File: src/rtl/conv_stream_ctrl.sv
// Sequencer that streams kernel and image columns into a systolic PE array,
// one channel at a time, and tags each image beat with output/accumulate qualifiers.
module conv_stream_ctrl #(
    parameter int DATA_WIDTH  = 16,
    parameter int KERNEL_SIZE = 5,
    parameter int IMAGE_SIZE  = 28,
    parameter int STRIDE      = 1,
    parameter int NUM_CH      = 1
) (
    input  logic                                 i_clk,
    input  logic                                 i_rst_n,
    input  logic                                 i_start,
    output logic                                 o_busy,
    output logic                                 o_done,
    input  logic                                 i_k_valid,
    output logic                                 o_k_ready,
    input  logic [KERNEL_SIZE*DATA_WIDTH-1:0]    i_k_data,
    input  logic                                 i_img_valid,
    output logic                                 o_img_ready,
    input  logic [IMAGE_SIZE*DATA_WIDTH-1:0]     i_img_data,
    output logic [IMAGE_SIZE*DATA_WIDTH-1:0]     o_pe_data,
    output logic                                 o_pe_kernel_load,
    output logic                                 o_pe_valid_in,
    output logic                                 o_pe_out_en,
    output logic                                 o_pe_acc_clear,
    output logic                                 o_pe_last_ch,
    output logic [$clog2(NUM_CH):0]              o_ch_idx,
    output logic [$clog2(IMAGE_SIZE):0]          o_out_col
);

    localparam int PEW  = IMAGE_SIZE * DATA_WIDTH;
    localparam int KCW  = $clog2(KERNEL_SIZE + 1);
    localparam int COLW = $clog2(IMAGE_SIZE + 1);
    localparam int PHW  = $clog2(STRIDE + 1);
    localparam int CHW  = $clog2(NUM_CH) + 1;
    localparam int OCW  = $clog2(IMAGE_SIZE) + 1;

    localparam logic [KCW-1:0]  K_LAST    = KCW'(KERNEL_SIZE - 1);
    localparam logic [COLW-1:0] COL_LAST  = COLW'(IMAGE_SIZE - 1);
    localparam logic [COLW-1:0] COL_FIRST = COLW'(KERNEL_SIZE - 1);
    localparam logic [PHW-1:0]  PH_LAST   = PHW'(STRIDE - 1);
    localparam logic [CHW-1:0]  CH_LAST   = CHW'(NUM_CH - 1);

    typedef enum logic [2:0] {
        S_IDLE,
        S_LOAD_KERNEL,
        S_STREAM_IMAGE,
        S_NEXT_CH,
        S_FINISH
    } state_t;

    state_t            r_state;
    state_t            w_next_state;

    logic [KCW-1:0]    r_kcnt;
    logic [COLW-1:0]   r_col;
    logic [PHW-1:0]    r_phase;
    logic [CHW-1:0]    r_ch_idx;
    logic [OCW-1:0]    r_out_cnt;

    logic [PEW-1:0]    r_pe_data;
    logic              r_pe_kernel_load;
    logic              r_pe_valid_in;
    logic              r_pe_out_en;
    logic              r_pe_acc_clear;
    logic              r_pe_last_ch;
    logic [OCW-1:0]    r_pe_out_col;

    logic              w_k_xfer;
    logic              w_img_xfer;
    logic              w_k_last;
    logic              w_img_last;
    logic              w_col_past_edge;
    logic              w_col_out;
    logic              w_ch_last;

    assign w_k_xfer        = i_k_valid && (r_state == S_LOAD_KERNEL);
    assign w_img_xfer      = i_img_valid && (r_state == S_STREAM_IMAGE);
    assign w_k_last        = w_k_xfer && (r_kcnt == K_LAST);
    assign w_img_last      = w_img_xfer && (r_col == COL_LAST);
    // r_phase only advances once the kernel window fits, so phase 0 marks a stride-aligned column
    assign w_col_past_edge = (r_col >= COL_FIRST);
    assign w_col_out       = w_col_past_edge && (r_phase == '0);
    assign w_ch_last       = (r_ch_idx == CH_LAST);

    always_ff @(posedge i_clk or negedge i_rst_n) begin
        if (!i_rst_n) begin
            r_state <= S_IDLE;
        end else begin
            r_state <= w_next_state;
        end
    end

    always_comb begin
        w_next_state = r_state;
        case (r_state)
            S_IDLE: begin
                if (i_start) begin
                    w_next_state = S_LOAD_KERNEL;
                end
            end
            S_LOAD_KERNEL: begin
                if (w_k_last) begin
                    w_next_state = S_STREAM_IMAGE;
                end
            end
            S_STREAM_IMAGE: begin
                if (w_img_last) begin
                    w_next_state = S_NEXT_CH;
                end
            end
            S_NEXT_CH: begin
                w_next_state = w_ch_last ? S_FINISH : S_LOAD_KERNEL;
            end
            S_FINISH: begin
                w_next_state = S_IDLE;
            end
            default: begin
                w_next_state = S_IDLE;
            end
        endcase
    end

    always_comb begin
        o_busy      = (r_state != S_IDLE);
        o_done      = (r_state == S_FINISH);
        o_k_ready   = (r_state == S_LOAD_KERNEL);
        o_img_ready = (r_state == S_STREAM_IMAGE);
    end

    always_ff @(posedge i_clk or negedge i_rst_n) begin
        if (!i_rst_n) begin
            r_kcnt    <= '0;
            r_col     <= '0;
            r_phase   <= '0;
            r_ch_idx  <= '0;
            r_out_cnt <= '0;
        end else begin
            case (r_state)
                S_IDLE: begin
                    if (i_start) begin
                        r_kcnt    <= '0;
                        r_col     <= '0;
                        r_phase   <= '0;
                        r_ch_idx  <= '0;
                        r_out_cnt <= '0;
                    end
                end
                S_LOAD_KERNEL: begin
                    if (w_k_xfer) begin
                        r_kcnt <= w_k_last ? '0 : r_kcnt + KCW'(1);
                    end
                end
                S_STREAM_IMAGE: begin
                    if (w_img_xfer) begin
                        r_col <= w_img_last ? '0 : r_col + COLW'(1);
                        if (w_col_past_edge) begin
                            r_phase <= (r_phase == PH_LAST) ? '0 : r_phase + PHW'(1);
                        end
                        if (w_col_out) begin
                            r_out_cnt <= r_out_cnt + OCW'(1);
                        end
                    end
                end
                S_NEXT_CH: begin
                    r_kcnt    <= '0;
                    r_col     <= '0;
                    r_phase   <= '0;
                    r_out_cnt <= '0;
                    if (!w_ch_last) begin
                        r_ch_idx <= r_ch_idx + CHW'(1);
                    end
                end
                default: begin
                end
            endcase
        end
    end

    // Every accepted beat is re-registered toward the PE array so no input reaches pe_* combinationally
    always_ff @(posedge i_clk or negedge i_rst_n) begin
        if (!i_rst_n) begin
            r_pe_data        <= '0;
            r_pe_kernel_load <= 1'b0;
            r_pe_valid_in    <= 1'b0;
            r_pe_out_en      <= 1'b0;
            r_pe_acc_clear   <= 1'b0;
            r_pe_last_ch     <= 1'b0;
            r_pe_out_col     <= '0;
        end else begin
            r_pe_valid_in    <= w_k_xfer || w_img_xfer;
            r_pe_kernel_load <= w_k_xfer;
            r_pe_out_en      <= w_img_xfer && w_col_out;
            r_pe_acc_clear   <= w_img_xfer && w_col_out && (r_ch_idx == '0);
            r_pe_last_ch     <= w_img_xfer && w_col_out && w_ch_last;
            if (w_k_xfer) begin
                r_pe_data <= PEW'(i_k_data);
            end else if (w_img_xfer) begin
                r_pe_data <= i_img_data;
            end
            if (w_img_xfer && w_col_out) begin
                r_pe_out_col <= r_out_cnt;
            end
        end
    end

    assign o_pe_data        = r_pe_data;
    assign o_pe_kernel_load = r_pe_kernel_load;
    assign o_pe_valid_in    = r_pe_valid_in;
    assign o_pe_out_en      = r_pe_out_en;
    assign o_pe_acc_clear   = r_pe_acc_clear;
    assign o_pe_last_ch     = r_pe_last_ch;
    assign o_ch_idx         = r_ch_idx;
    assign o_out_col        = r_pe_out_col;

endmodule

File: config.mk
export PLATFORM = sky130hd
export DESIGN_NAME = conv_stream_ctrl
export DESIGN_NICKNAME = d
export VERILOG_FILES = /design/src/rtl/conv_stream_ctrl.sv
export SDC_FILE = /design/constraint.sdc
export NUM_CORES = 1
export LEC_CHECK = 0
export CAP_MARGIN = 20
export CORE_AREA = 2 2 394 396
export CTS_BUF_LIST = sky130_fd_sc_hd__clkbuf_16
export CTS_CLUSTER_DIAMETER = 200
export DETAILED_ROUTE_END_ITERATION = 6
export DIE_AREA = 0 0 396 398
export PLACE_DENSITY = 0.33
export SYNTH_ARGS = -nofsm -noshare
export SYNTH_HDL_FRONTEND = slang
export SYNTH_SLANG_ARGS = --single-unit
export TNS_END_PERCENT = 30
File: constraint.sdc
create_clock -name i_clk -period 1.9 [get_ports i_clk]
set_clock_uncertainty 0.05 [all_clocks]
set_input_delay 0.285 -clock i_clk [delete_from_list [all_inputs] [get_ports i_clk]]
set_output_delay 0.285 -clock i_clk [all_outputs]
set_load 0.1 [all_outputs]
==> flow_metrics.py <==
metrics = {
    "status": {
        "status": "finished with violations",
        "failed_checks": "negative setup slack",
    },
    "clock_tree": {
        "ctsHtreeMaxLevel": 3,
        "cts-buffers-inserted": 67,
        "cts_sinks": 474,
        "cts-root-buf": "clkbuf_16",
        "cts_tree": "yes",
        "clk_pin_slew_ps": 50,
        "clockBufferDepth": 3,
        "worstSkewPairLatency_ps": 620,
    },
    "critical_path": {
        "cp-startpoint": "r_state[1]",
        "rrSetupSlack_ps": -60,
        "reg2reg_to": "o_pe_data[51]",
        "critPathCaptureType": "output port",
        "startpoint_type": "flop",
        "reg2reg_from": "r_state[0]",
        "critPathRequiredTime_ps": 1560,
        "critPathArrivalTime_ps": 1810,
        "endpoint": "o_k_ready",
        "critPathKind": "flop to output port",
        "crit_fanout": 4,
        "r2r_cells": 9,
    },
    "detailed_routing": {
        "drc_errors": 0,
        "postRouteAntennaNets": 0,
        "dr.pass1.iters": 4,
        "wl_per_cell_um": 23.7,
        "drt_iter0_markers": 816,
        "vias_per_cell": 3.56,
        "drt_wl_total_um": 106000,
        "vias": 15804,
    },
    "placed_design": {
        "io_buffers": 995,
        "place_congestion": 0.861,
        "postPlaceCellArea_mm2": 0.0313,
        "dp_hpwl_um": 84500,
    },
    "floorplan": {
        "fp.dieArea_mm2": 0.158,
        "die_w_um": 396,
        "rows": 144,
        "initial_core_util_pct": 11.9,
        "core_area_mm2": 0.153,
        "ios": 997,
        "die_height_um": 398,
    },
    "global_route": {
        "grt_util_all_layers_pct": 12.8,
        "grt_pass1_wl_um": 142000,
        "antenna_found_initial": 39,
        "grt_max_degree": 67,
        "use_met3_pct": 5.16,
        "grt_overflow": 0,
        "grt.busiest_layer": "met2",
        "met1_usage_pct": 14.8,
        "grtUsageMet2_pct": 21.4,
        "grt_pass1_vias": 16994,
    },
    "yosys": {
        "ys_types": 42,
        "avgSynthCellArea_um2": 14.1,
        "yosys_warnings": 0,
        "ys_seq_area_share_pct": 65.1,
        "syn_area_mm2": 0.0182,
        "synth_nets": 1831,
        "synth-seq-cells": 474,
        "syn_inst": 1293,
    },
    "layout": {
        "stdcell_area_mm2": 0.0337,
        "nNetsFinal": 2889,
        "drive_gt1_share_pct": 29.8,
        "area_delta_synth_final_pct": 85.2,
        "fill_cells": 16378,
        "final_common_cell": "clkdlybuf4s50_1",
        "layout_common_cells": "clkdlybuf4s50_1 (531), dfrtp_1 (471), buf_4 (394), a22o_1 (370), buf_12 (156)",
    },
    "sta": {
        "fin_crit_ps": 2140,
        "finalHoldViolations": 0,
        "fin_ws_ps": -243,
        "rsz0062_at_grt": "yes",
        "max_clock_freq_mhz": 467,
        "drv_slew": 0,
        "setup_viol": 39,
        "period_share_pct": 113,
    },
    "job": {
        "drv_cap": 0,
    },
    "min_path": {
        "hold_class": "input port to asynchronous set/reset pin",
    },
}
==> synth_stat cells <==
library cell	n	area share (%)
dfrtp_1	474	65
a22o_1	370	18
nand2_1	89	1.8
mux2i_1	81	4.5
o21ai_1	80	2.2
buf_6	45	2.8
buf_4	39	1.6
buf_2	21	0.58
clkbuf_1	12	0.25
inv_1	7	0.14
mux2_2	7	0.43
o21ai_0	7	0.19
ha_1	5	0.34
nand3_1	5	0.14
nand3b_1	4	0.16
nor2_1	4	0.082
nor3_1	4	0.11
or2_2	3	0.10
xnor2_1	3	0.14
a211o_1	2	0.096
a21oi_1	2	0.055
a22o_2	2	0.11
a31oi_1	2	0.069
and3_1	2	0.069
nand4_1	2	0.069
nor3_2	2	0.11
o31ai_1	2	0.082
or3_1	2	0.069
or3b_1	2	0.096
a21o_2	1	0.048
a21o_4	1	0.082
a21oi_2	1	0.048
a31oi_4	1	0.12
and2_1	1	0.034
conb_1	1	0.021
inv_2	1	0.021
nand4b_1	1	0.048
nand4bb_1	1	0.062
nor2b_1	1	0.034
nor3b_1	1	0.041
nor4_1	1	0.034
nor4b_4	1	0.13
==> worst max-delay path: stages, from the launching register on <==
cell	delay, ps
dfrtp_2	430
buf_6	130
or3b_4	370
inv_2	80
buf_12	170
==> sequential cells by signal, indices dropped and copies added (netlist names) <==
name	flops
o_pe_kernel_load	1
o_out_col	6
o_pe_data	448
o_pe_last_ch	1
o_pe_valid_in	1
r_col	5
r_out_cnt	6
r_kcnt	3
r_state	3
==> logic make-up after synthesis <==
family | synth area share [%]
DFF | 65.1
AOI/OAI and AO/OA | 20.9
and+or+nand+nor | 3.23
buffers and inverters | 5.38
muxes | 4.88
adders and majority gates | 0.343
xor gates and xnor gates | 0.144
other | 0.0206
==> area by class of cell <==
class                      count  area (µm²)  share of cell area (%)
sequential                   474       11900                    35.2
timing repair buffer        1106       11700                    34.7
multi-input combinational    694        5510                    16.3
tap                         2044        2560                    7.58
clock buffer                  67        1680                    4.97
clock inverter                47         375                    1.11
inverter                       8        32.5                  0.0964
antenna                        4        10.0                  0.0297
==> worst min-delay path by stage <==
| stage | end | slack (ps) | cells after the start |
|---|---|---|---|
| final | o_pe_data[422] | 90 | 2 |
| after global routing | o_pe_data[422] | 40 | 2 |
| after CTS | o_pe_data[422] | 30 | 2 |
| after detailed placement | o_pe_data[422] | 160 | 1 |
| after global placement | o_pe_data[422] | 150 | 1 |
| after floorplan | o_out_col[0] | -60 | 0 |
==> metal layers <==
metal  up-vias  routed length, µm
li1       6964                  -
met1      7968              40900
met2       651              51700
met3       171               9010
met4        50               3540
met5         -                331
==> through the flow <==
step	setup TNS [ps]	util (%)	setup slack [ps]	instances	hold WS, ps
finish	-1740	22.0	-243	4444	92.2
global route	-15310	22.0	-368	4440	43.9
CTS	-1090	21.8	-342	4432	30.7
detailed placement	-61150	20.4	-273	4309	157
global placement	-56360	20.4	-268	4309	153
floorplan	-18.5	-	-18.5	1293	-60.6
==> what timing repair did <==
action,CTS,global route
pin swaps,2,6
hold buffers,1,0
hold endpoints to repair,366,0
endpoints found under the setup margin,4,33
resized for setup,11,48
gates cloned,0,2
buffers inserted,9,6
Power is left out: the tool's default activity adds up to more than one toggle a clock period on the data nets, which glitch-free logic cannot reach.
